`src/rtl/serial_adder_pkg.sv`:
```
`default_nettype none
// ============================================================================
//  Module      : serial_adder_pkg
//  Description : Shared types and helpers for the bit-serial adder.
//                - state_t : controller states (IDLE, SHIFT, DONE)
//                - cnt_w() : bit-counter width for a given operand width
//  Revision    : 1.0  initial release
// ============================================================================
package serial_adder_pkg;

    typedef enum logic [1:0] {
        IDLE  = 2'd0,
        SHIFT = 2'd1,
        DONE  = 2'd2
    } state_t;

    // The counter must hold every bit index 0..width-1 plus headroom for
    // width itself, which keeps WIDTH=1 at a legal one-bit counter.
    function automatic int cnt_w(input int width);
        return $clog2(width + 1);
    endfunction

endpackage : serial_adder_pkg
`default_nettype wire

```
`src/rtl/full_adder.sv`:
```
`default_nettype none
// ============================================================================
//  Module      : full_adder
//  Description : Single-bit combinational full adder cell.
//  Ports       : a, b, cin  - addend bits and carry-in
//                sum        - a ^ b ^ cin
//                cout       - majority(a, b, cin)
//  Revision    : 1.0  initial release
// ============================================================================
module full_adder (
    input  logic a,
    input  logic b,
    input  logic cin,
    output logic sum,
    output logic cout
);

    assign sum  = a ^ b ^ cin;
    assign cout = (a & b) | (cin & (a ^ b));

endmodule : full_adder
`default_nettype wire

```
`src/rtl/serial_adder.sv`:
```
`default_nettype none
// ============================================================================
//  Module      : serial_adder
//  Description : Bit-serial ripple adder. Captures two WIDTH-bit operands and
//                a carry-in, then adds one bit per clock (LSB first) through a
//                single full_adder cell and a carry flop. The final word and
//                carry-out are registered and flagged by a one-cycle done.
//  Ports       : clk    - rising-edge clock
//                rst_n  - asynchronous active-low reset
//                start  - begin an addition (ignored while busy)
//                a, b   - operands, captured on an accepted start
//                cin    - carry-in, captured on an accepted start
//                busy   - high while bits are being processed
//                done   - one-cycle pulse when sum/cout were just updated
//                sum    - registered result, held until next completion
//                cout   - registered carry-out, held until next completion
//  Revision    : 1.0  initial release
// ============================================================================
module serial_adder
    import serial_adder_pkg::*;
#(
    parameter int WIDTH = 8
) (
    input  logic             clk,
    input  logic             rst_n,
    input  logic             start,
    input  logic [WIDTH-1:0] a,
    input  logic [WIDTH-1:0] b,
    input  logic             cin,
    output logic             busy,
    output logic             done,
    output logic [WIDTH-1:0] sum,
    output logic             cout
);

    localparam int                CNT_W    = cnt_w(WIDTH);
    localparam logic [CNT_W-1:0] C_LAST   = CNT_W'(WIDTH - 1);
    localparam logic [CNT_W-1:0] C_ONE    = CNT_W'(1);

    state_t             state_q;
    logic [WIDTH-1:0]   a_sh_q;
    logic [WIDTH-1:0]   b_sh_q;
    logic [WIDTH-1:0]   acc_q;
    logic [WIDTH-1:0]   acc_d;
    logic [WIDTH-1:0]   sum_q;
    logic [CNT_W-1:0]   cnt_q;
    logic               carry_q;
    logic               cout_q;
    logic               busy_q;
    logic               done_q;

    logic               fa_sum;
    logic               fa_cout;

    full_adder u_full_adder (
        .a    (a_sh_q[0]),
        .b    (b_sh_q[0]),
        .cin  (carry_q),
        .sum  (fa_sum),
        .cout (fa_cout)
    );

    // Result bits enter at the MSB and move right, so after WIDTH steps the
    // first (LSB) result bit has reached bit 0. A one-bit accumulator is just
    // the current sum bit.
    generate
        if (WIDTH == 1) begin : g_acc_single
            assign acc_d = fa_sum;
        end else begin : g_acc_multi
            assign acc_d = {fa_sum, acc_q[WIDTH-1:1]};
        end
    endgenerate

    always_ff @(posedge clk or negedge rst_n) begin
        if (!rst_n) begin
            state_q <= IDLE;
            a_sh_q  <= '0;
            b_sh_q  <= '0;
            acc_q   <= '0;
            sum_q   <= '0;
            cnt_q   <= '0;
            carry_q <= 1'b0;
            cout_q  <= 1'b0;
            busy_q  <= 1'b0;
            done_q  <= 1'b0;
        end else begin
            done_q <= 1'b0;
            case (state_q)
                // DONE accepts a new start exactly like IDLE so continuous
                // start requests run back-to-back without a gap cycle.
                IDLE, DONE: begin
                    if (start) begin
                        a_sh_q  <= a;
                        b_sh_q  <= b;
                        carry_q <= cin;
                        acc_q   <= '0;
                        cnt_q   <= '0;
                        busy_q  <= 1'b1;
                        state_q <= SHIFT;
                    end else begin
                        state_q <= IDLE;
                    end
                end

                SHIFT: begin
                    a_sh_q  <= a_sh_q >> 1;
                    b_sh_q  <= b_sh_q >> 1;
                    acc_q   <= acc_d;
                    carry_q <= fa_cout;
                    cnt_q   <= cnt_q + C_ONE;
                    if (cnt_q == C_LAST) begin
                        sum_q   <= acc_d;
                        cout_q  <= fa_cout;
                        busy_q  <= 1'b0;
                        done_q  <= 1'b1;
                        state_q <= DONE;
                    end
                end

                default: begin
                    busy_q  <= 1'b0;
                    state_q <= IDLE;
                end
            endcase
        end
    end

    assign busy = busy_q;
    assign done = done_q;
    assign sum  = sum_q;
    assign cout = cout_q;

endmodule : serial_adder
`default_nettype wire

```
`config.mk`:
```
export PLATFORM = sky130hd
export DESIGN_NAME = serial_adder
export DESIGN_NICKNAME = d
export VERILOG_FILES = /design/src/rtl/serial_adder_pkg.sv /design/src/rtl/full_adder.sv /design/src/rtl/serial_adder.sv
export SDC_FILE = /design/constraint.sdc
export NUM_CORES = 1
export LEC_CHECK = 0
export BUFFER_PORTS_ARGS = -buffer_cell sky130_fd_sc_hd__buf_2
export CORE_UTILIZATION = 45
export DETAILED_ROUTE_END_ITERATION = 12
export PLACE_DENSITY = 0.63
export SLEW_MARGIN = 20
export SYNTH_ARGS = -nofsm -noshare
export SYNTH_HDL_FRONTEND = slang
export SYNTH_HIERARCHICAL = 1
export SYNTH_SLANG_ARGS = --single-unit
export TNS_END_PERCENT = 20
```
`constraint.sdc`:
```
create_clock -name clk -period 2.1 [get_ports clk]
set_clock_uncertainty 0.2 [all_clocks]
set_input_delay 0.315 -clock clk [delete_from_list [all_inputs] [get_ports clk]]
set_output_delay 0.315 -clock clk [all_outputs]
set_load 0.02 [all_outputs]
```
== After elaboration in Yosys (flattened, before gate mapping) ==
Index checks and enable logic that the tools add are counted.

* Word-level logic and storage cells: 45
* Output and inout bits: 11
* Register bits: 42
* Input port bits: 20

* Muxes and demuxes: 18
* Reduce and logical (&&, ||, !) cells: 6
* Bitwise logic cells: 5
* Equality and inequality tests: 5
* Add/subtract/negate cells: 1

{| class="wikitable"
|+ Operator list
! kind !! number
|-
| $pmux W8 S2 || 3
|-
| $mux W8 || 3
|-
| $pmux W4 S2 || 1
|-
| $mux W1 || 6
|-
| $reduce_and A2 Y1 || 3
|-
| $add A4 B1 Y4 const B || 1
|-
| $eq A4 B3 Y1 const B || 1
|-
| $mux W4 || 1
|-
| $ne A2 B2 Y1 const B || 2
|-
| $pmux W1 S2 || 2
|-
| $pmux W2 S2 || 1
|-
| $and A1 B1 Y1 || 2
|-
| $eq A2 B1 Y1 const B || 1
|-
| $eq A2 B2 Y1 const B || 1
|-
| $logic_not A2 Y1 || 1
|-
| $mux W2 || 1
|-
| $reduce_bool A2 Y1 || 1
|-
| $reduce_or A2 Y1 || 1
|-
| $xor A1 B1 Y1 || 2
|-
| $or A1 B1 Y1 || 1
|}

== Longest topological paths before layout ==
Gate-level depths: netlist (run 1).

* Depth in word-level cells: 4
* Depth in mapped cells: 5
* Depth with buffers taken out: 4

== Modules after synthesis ==
Netlist (run 1), hierarchy kept.

{| class="wikitable"
|+ By module, submodules not included
! module !! times used !! area an instance (um^2) !! sequential area each (um^2) !! cells each
|-
| serial_adder || 1 || 1662.8 || 1026.0 || 116
|-
| full_adder || 1 || 20.0 || 0.0 || 1
|}

== Worst setup path after synthesis (run 1) ==
Ideal clock, no wire load.

* Kind: flip-flop to flip-flop
* From: reg cnt_q[0]
* To: reg cout_q, in the netlist cout
* Cell stages (with the launch flop): 6
* Setup time: 0.128 ns
* Required time: 1.772 ns
* Arrival time: 1.318 ns
* Path buffers: 1
* Clock period less this slack: 1.645 ns
* Setup slack: 0.455 ns
* Cell sequence: dfrtp_1 ha_1 nand3b_1 nor3b_2 buf_4 mux2_1

* Cells in the longest elaborated chain, start to end: 2

{| class="wikitable"
|+ RTL lines
! item !! line !! source
|-
| from (decl) || serial_adder.sv:46 || <nowiki>logic [CNT_W-1:0] cnt_q;</nowiki>
|-
| from (signal assigned) || serial_adder.sv:110 || <nowiki>cnt_q <= cnt_q + C_ONE;</nowiki>
|-
| $eq A4 B3 Y1 || serial_adder.sv:111 || <nowiki>if (cnt_q == C_LAST) begin</nowiki>
|-
| $reduce_and A2 Y1 (no line) || - ||
|-
| to (signal assigned) || serial_adder.sv:113 || <nowiki>cout_q <= fa_cout;</nowiki>
|-
| to (decl) || serial_adder.sv:48 || <nowiki>logic cout_q;</nowiki>
|}

No other way between the ends.
A chain may end at the register's enable or synchronous reset.

== Worst setup path in the final report (run 1) ==
* From: reg cnt_q[0]
* To: reg sum_q[2], in the netlist sum[2]

* Cells in the longest elaborated chain, start to end: 2

{| class="wikitable"
|+ RTL lines
! item !! line !! source
|-
| $eq A4 B3 Y1 || serial_adder.sv:111 ||
|-
| $reduce_and A2 Y1 (no line) || - ||
|-
| to (signal assigned) || serial_adder.sv:80 || <nowiki>sum_q <= '0;</nowiki>
|-
| to (signal assigned) || serial_adder.sv:112 || <nowiki>sum_q <= acc_d;</nowiki>
|-
| to (decl) || serial_adder.sv:45 || <nowiki>logic [WIDTH-1:0] sum_q;</nowiki>
|}

No other way between the ends.

==> flow_summary_export.csv, run 1 <==
group,metric,value,unit
route,vias_per_cell,5.49,
global_route,grt_antenna_before_repair,0,
timing,finalSetupTns,0,ns
synth,ys_types,20,
layout,drive_above_1_share,0.301,
synth,mappedNetlistArea,1680,um^2
timing,holdWs,0.0475,ns
min_path,min_path_type,"in2reg",
route,final_antenna_net_count,0,
placement,placed_area,1870,um^2
timing,setup-violations-final,0,
clocking,clock-sinks,41,
clocking,cts_tree,"built",
route,wl_per_cell,13.7,um
synth,synth_area_per_cell,14.4,um^2
clocking,cts.repair.resized,0,
clocking,holdBufCountCts,1,
floorplanning,die_w,63.2,um
floorplanning,die_h,63.2,um
min_path,min-delay-start,"b[7]",
global_route,grt_max_degree,42,
timing,relSlewSlack,0.603,
route,drt-initial-drc-count,73,
floorplanning,rows,21,
layout,nFillCells,316,
layout,diodes,0,
clocking,clock_tree.buffer_depth,2,
timing,maxSlewViolCount,0,
global_route,grt_overflow,0,
job,drv_cap,0,
layout,final_area,2000,um^2
timing,finalCriticalPeriod,1.77,ns
setup_path,slowest_delay,0.37,ns
layout,nNetsFinal,174,
outcome,outcome,"finished, final reports clean",
setup_path,cp-startpoint,"cnt_q[0]",
timing,rsz0062_at_grt,"no",
setup_path,crit_required,2.07,ns
clocking,clkTransAtPathRegs,0.07,ns
timing,hold_viol,0,
route,routed_wl,2730,um
floorplanning,ios,31,
synth,synth_seq_cells,41,
synth,synthCells,117,
layout,regArea,1030,um^2
setup_path,crit_buf_inv,1,
route,drc,0,
clocking,htreeDepth,2,
global_route,grt_usage,0.160,
setup_path,slowest_stage,"dfrtp_1",
setup_path,critical_path.startpoint_type,"flop",
placement,port_buffers,30,
clocking,insertion_delay,0.29,ns
setup_path,worstPathMaxFanout,10,
clocking,root_buffer,"clkbuf_8",
clocking,numCtsBuffers,5,
timing,finalCritPeriodShare,0.843,
layout,utilization,0.576,
power_and_ir_drop,power_density,1560,nW/um^2
placement,dp_hpwl,1840,um
global_route,grt_pass1_wl,4890,um
synth,synth.net_count,139,
setup_path,crit_type,"reg2reg",
setup_path,cp.arrival,1.74,ns
global_route,grt_pass1_vias,1108,
layout,multi_input_area,602,um^2
synth,seq_area_frac_synth,0.610,
power_and_ir_drop,power.leakage,1.07,nW
route,vias,1092,
timing,worstMarginPinSlew,0.594,ns
layout,area.growth.synth_to_final,18.8,%
clocking,post-cts-setup-buffers,0,
placement,gp_congestion,0.716,
floorplanning,design.core.area,3470,um^2
timing,clock.fmax,0.565,GHz
setup_path,worstReg2RegStart,"cnt_q[0]",
synth,synth_warnings,6,
setup_path,crit_family,"flip-flops",
setup_path,cp-end-kind,"flop",
floorplanning,die_area,3990,um^2
power_and_ir_drop,ir_worst_vdd,546,uV
route,dr.pass1.iters,4,
setup_path,crit_chain,"ha_1 > nand3b_1 > nor3b_2 > buf_4 > mux2_1",
floorplanning,start_util,0.485,
[routing by layer]
metal / routed length, um / track usage / share of wire
met2: 1270 / 0.249 / 0.47
met4: 62 / 0.0872 / 0.023
met1: 1260 / 0.201 / 0.46
met5: 0 / 0 / 0
met3: 134 / 0.0471 / 0.049
[cell usage after synthesis (all sizes together)]
master | count | area (um^2)
dfrtp | 41 | 1030
a22o | 26 | 228
a21o | 16 | 120
mux2 | 10 | 113
buf | 8 | 57.6
nor2b | 3 | 18.8
mux2i | 2 | 20.0
nand3b | 2 | 15.0
nor2 | 2 | 15.0
nor3b | 2 | 20.0
fa | 1 | 20.0
ha | 1 | 12.5
nand2b | 1 | 6.26
nand4 | 1 | 6.26
o21ai | 1 | 5.00
[flip-flops by register name (all words and copies together), names as in the netlist]
signal / flops
a_sh_q: 8
acc_q: 7
b_sh_q: 8
busy: 1
carry_q: 1
cnt_q: 4
cout: 1
done: 1
state_q: 2
sum: 8
[final cells by class]
cell class	instances	area share
clock buffers	7	0.0432
flip-flops and latches	41	0.513
clock inverters	1	0.0150
multi-input cells	68	0.301
well taps	46	0.0288
repair buffers	36	0.0989
[placed cells by master, fill, tap and decap left out]
cell type      Yosys  layout
a21o_1            16      16
a22o_1            26      26
buf_2              4      30
buf_4              2       5
bufinv_16          0       1
clkbuf_1           0       1
clkbuf_8           0       6
dfrtp_1           41      41
dlygate4sd3_1      0       1
fa_1               1       1
ha_1               1       1
mux2_1             9       9
mux2_2             1       1
mux2i_1            2       2
nand2b_1           1       1
nand3b_1           2       2
nand4_1            1       1
nor2_1             1       1
nor2_4             1       1
nor2b_1            3       2
nor2b_2            0       1
nor3b_1            1       1
nor3b_2            1       1
o21ai_0            1       1
[cell families (layout without fill, tap and decap cells)]
kind of cell / after synthesis / after routing / share of synthesized area
muxes: 12 / 12 / 0.0788
AOI/OAI and AO/OA: 43 / 43 / 0.210
buffers and inverters: 8 / 44 / 0.0342
adders and majority gates: 2 / 2 / 0.0193
DFF: 41 / 41 / 0.610
and+or+nand+nor: 11 / 11 / 0.0483
[per-stage QoR]
stage,setup slack [ns],total power [mW],std cells
floorplan,0.455,2.25,117
global placement,0.380,2.47,190
detailed placement,0.328,2.52,190
CTS,0.317,3.17,199
global route,0.218,3.35,199
finish,0.330,3.13,199
[power by group]
group | internal [mW] | switching, mW
clock | 0.387 | 0.252
combinational | 0.588 | 0.567
sequential | 1.13 | 0.204
total | 2.10 | 1.02
[final timing paths]
path	cells after the start	to	slack (ns)
min	2	b_sh_q[7]	0.05
max in group asynchronous	3	b_sh_q[2]	0.95
max	5	sum[2]	0.33
min reg2reg	1	b_sh_q[3]	0.28
min in group asynchronous	3	done	0.41
max reg2reg	5	sum[2]	0.33
No activity file was read; power rests on OpenSTA's default activity.
==> run 2: changes to the inputs <==
- PLACE_DENSITY: 0.63 -> 0.65
- clock period: 2.1 -> 1.5 ns (I/O delays scaled with it)
==> flow_summary_export.csv, run 2 (same netlist as run 1, synthesis figures left out) <==
group,metric,value,unit
outcome,outcome,"finished with violations",
outcome,violations,"negative setup slack",
clocking,clock-sinks,41,
timing,relSlewSlack,0.600,
global_route,grt_util_met2,0.296,
placement,port_buffers,30,
setup_path,crit_required,1.47,ns
timing,setup-violations-final,34,
layout,nFillCells,299,
global_route,grt_util_met1,0.197,
floorplanning,die_h,63.2,um
floorplanning,die_w,63.2,um
clocking,clkTransAtPathRegs,0.07,ns
setup_path,crit_type,"reg2reg",
setup_path,critical_path.startpoint_type,"flop",
layout,drive_above_1_share,0.333,
route,drc,0,
power_and_ir_drop,ir_worst_vdd,777,uV
min_path,min_path_cells,3,
floorplanning,rows,21,
timing,worstMarginPinSlew,0.598,ns
route,wl_per_cell,13.8,um
route,drt-initial-drc-count,58,
setup_path,crit_family,"flip-flops",
setup_path,slowest_delay,0.36,ns
min_path,hold-path-endpoint,"carry_q",
clocking,insertion_delay,0.29,ns
setup_path,crit_buf_inv,1,
global_route,grt_usage,0.176,
power_and_ir_drop,power_density,2180,nW/um^2
setup_path,r2r_cells,5,
floorplanning,start_util,0.485,
setup_path,cp-end-kind,"flop",
route,vias_per_cell,5.37,
timing,holdWs,0.0193,ns
route,dr.pass1.iters,4,
setup_path,slowest_stage,"dfrtp_1",
layout,diodes,0,
power_and_ir_drop,p_total,4.59,mW
timing,rsz0062_at_grt,"yes",
placement,dp_hpwl,1910,um
global_route,grt_max_degree,42,
clocking,clock_tree.buffer_depth,2,
global_route,grt_pass1_vias,1186,
min_path,min_path_type,"in2reg",
global_route,gr-max-usage-layer,"met2",
layout,area.growth.synth_to_final,25.3,%
setup_path,worst-r2r-setup-slack,-0.19,ns
power_and_ir_drop,power.leakage,1.13,nW
setup_path,cp.arrival,1.66,ns
floorplanning,design.core.area,3470,um^2
timing,hold_viol,0,
layout,utilization,0.608,
timing,maxSlewViolCount,0,
layout,stdcell_count,208,
placement,gp_congestion,0.702,
layout,final_common_cell,"dfrtp_1",
timing,setup_ws,-0.193,ns
floorplanning,ios,31,
global_route,grt_overflow,0,
setup_path,cp-startpoint,"cnt_q[1]",
layout,layout_common_cells,"dfrtp_1, buf_2, a22o_1, a21o_1",
route,routed_wl,2870,um
global_route,grt_pass1_wl,5320,um
clocking,cts_tree,"built",
min_path,min-delay-start,"cin",
route,vias,1116,
setup_path,worstReg2RegStart,"cnt_q[1]",
global_route,grt_antenna_before_repair,0,
timing,finalCriticalPeriod,1.69,ns
clocking,root_buffer,"clkbuf_8",
layout,nNetsFinal,183,
clocking,numCtsBuffers,5,
job,drv_cap,0,
global_route,use_met3,0.0652,
setup_path,worstPathMaxFanout,10,
timing,clock.fmax,0.591,GHz
setup_path,crit_chain,"ha_1 > nand3b_1 > nor3b_2 > buf_6 > mux2_1",
clocking,htreeDepth,2,
floorplanning,die_area,3990,um^2
placement,dp_cells,197,
setup_path,r2r-end,"sum[2]",
timing,finalCritPeriodShare,1.13,
route,final_antenna_net_count,0,
run 2: cell count changes in the layout (fill, tap and decap cells not counted):
cell | before | now
buf_4 | 5 | 9
buf_6 | 0 | 1
nor2b_2 | 1 | 0
fa_1 | 1 | 0
nor2b_4 | 0 | 1
fa_2 | 0 | 1
dlygate4sd3_1 | 1 | 3
buf_12 | 0 | 2
run 2: cell type report:
cell class              instances  area [um^2]  share of cell area
flip-flops and latches         41         1030               0.487
multi-input cells              68          609               0.289
repair buffers                 45          299               0.142
clock buffers                   7         86.3              0.0409
well taps                      46         57.6              0.0273
clock inverters                 1         30.0              0.0142
run 2: layer usage:
layer / vias up / wire, um
li1: 520 / -
met1: 563 / 1270
met2: 27 / 1390
met3: 6 / 148
met4: 0 / 59
met5: - / 0
run 2: power breakdown:
| part | switching, mW | leakage (nW) | internal (mW) | total, mW |
|---|---|---|---|---|
| clock network | 0.361 | 0.0585 | 0.542 | 0.903 |
| registers | 0.284 | 0.520 | 1.58 | 1.86 |
| logic | 0.848 | 0.554 | 0.970 | 1.82 |
run 2: per-stage QoR:
step	setup TNS (ns)	cell area (um^2)	worst slack (ns)
floorplan	-1.31	1680	-0.145
global placement	-2.45	1950	-0.112
detailed placement	-3.35	1950	-0.178
CTS	-1.90	2110	-0.184
global route	-5.82	2110	-0.326
finish	-2.19	2110	-0.193
run 2: worst max-delay path by stage:
stage               end  slack (ns)  cells past startpoint
3_5_place_dp     sum[2]       -0.18                      5
3_3_place_gp   cnt_q[0]       -0.11                      3
4_1_cts          sum[2]       -0.18                      5
5_1_grt          sum[2]       -0.33                      5
2_1_floorplan      cout       -0.15                      5
6_report         sum[2]       -0.19                      5
run 2: what timing repair did:
item | CTS | global route
endpoints found under the hold margin | 43 | 0
setup endpoints to repair | 36 | 37
pin swaps | 15 | 12
setup buffers | 0 | 0
cloned | 0 | 0
hold buffers | 3 | 0
resized for setup | 3 | 0
run 2: tightest hold or removal path, stage by stage:
cell,delay [ns]
buf_2,0.07
a22o_1,0.11
a21o_1,0.07
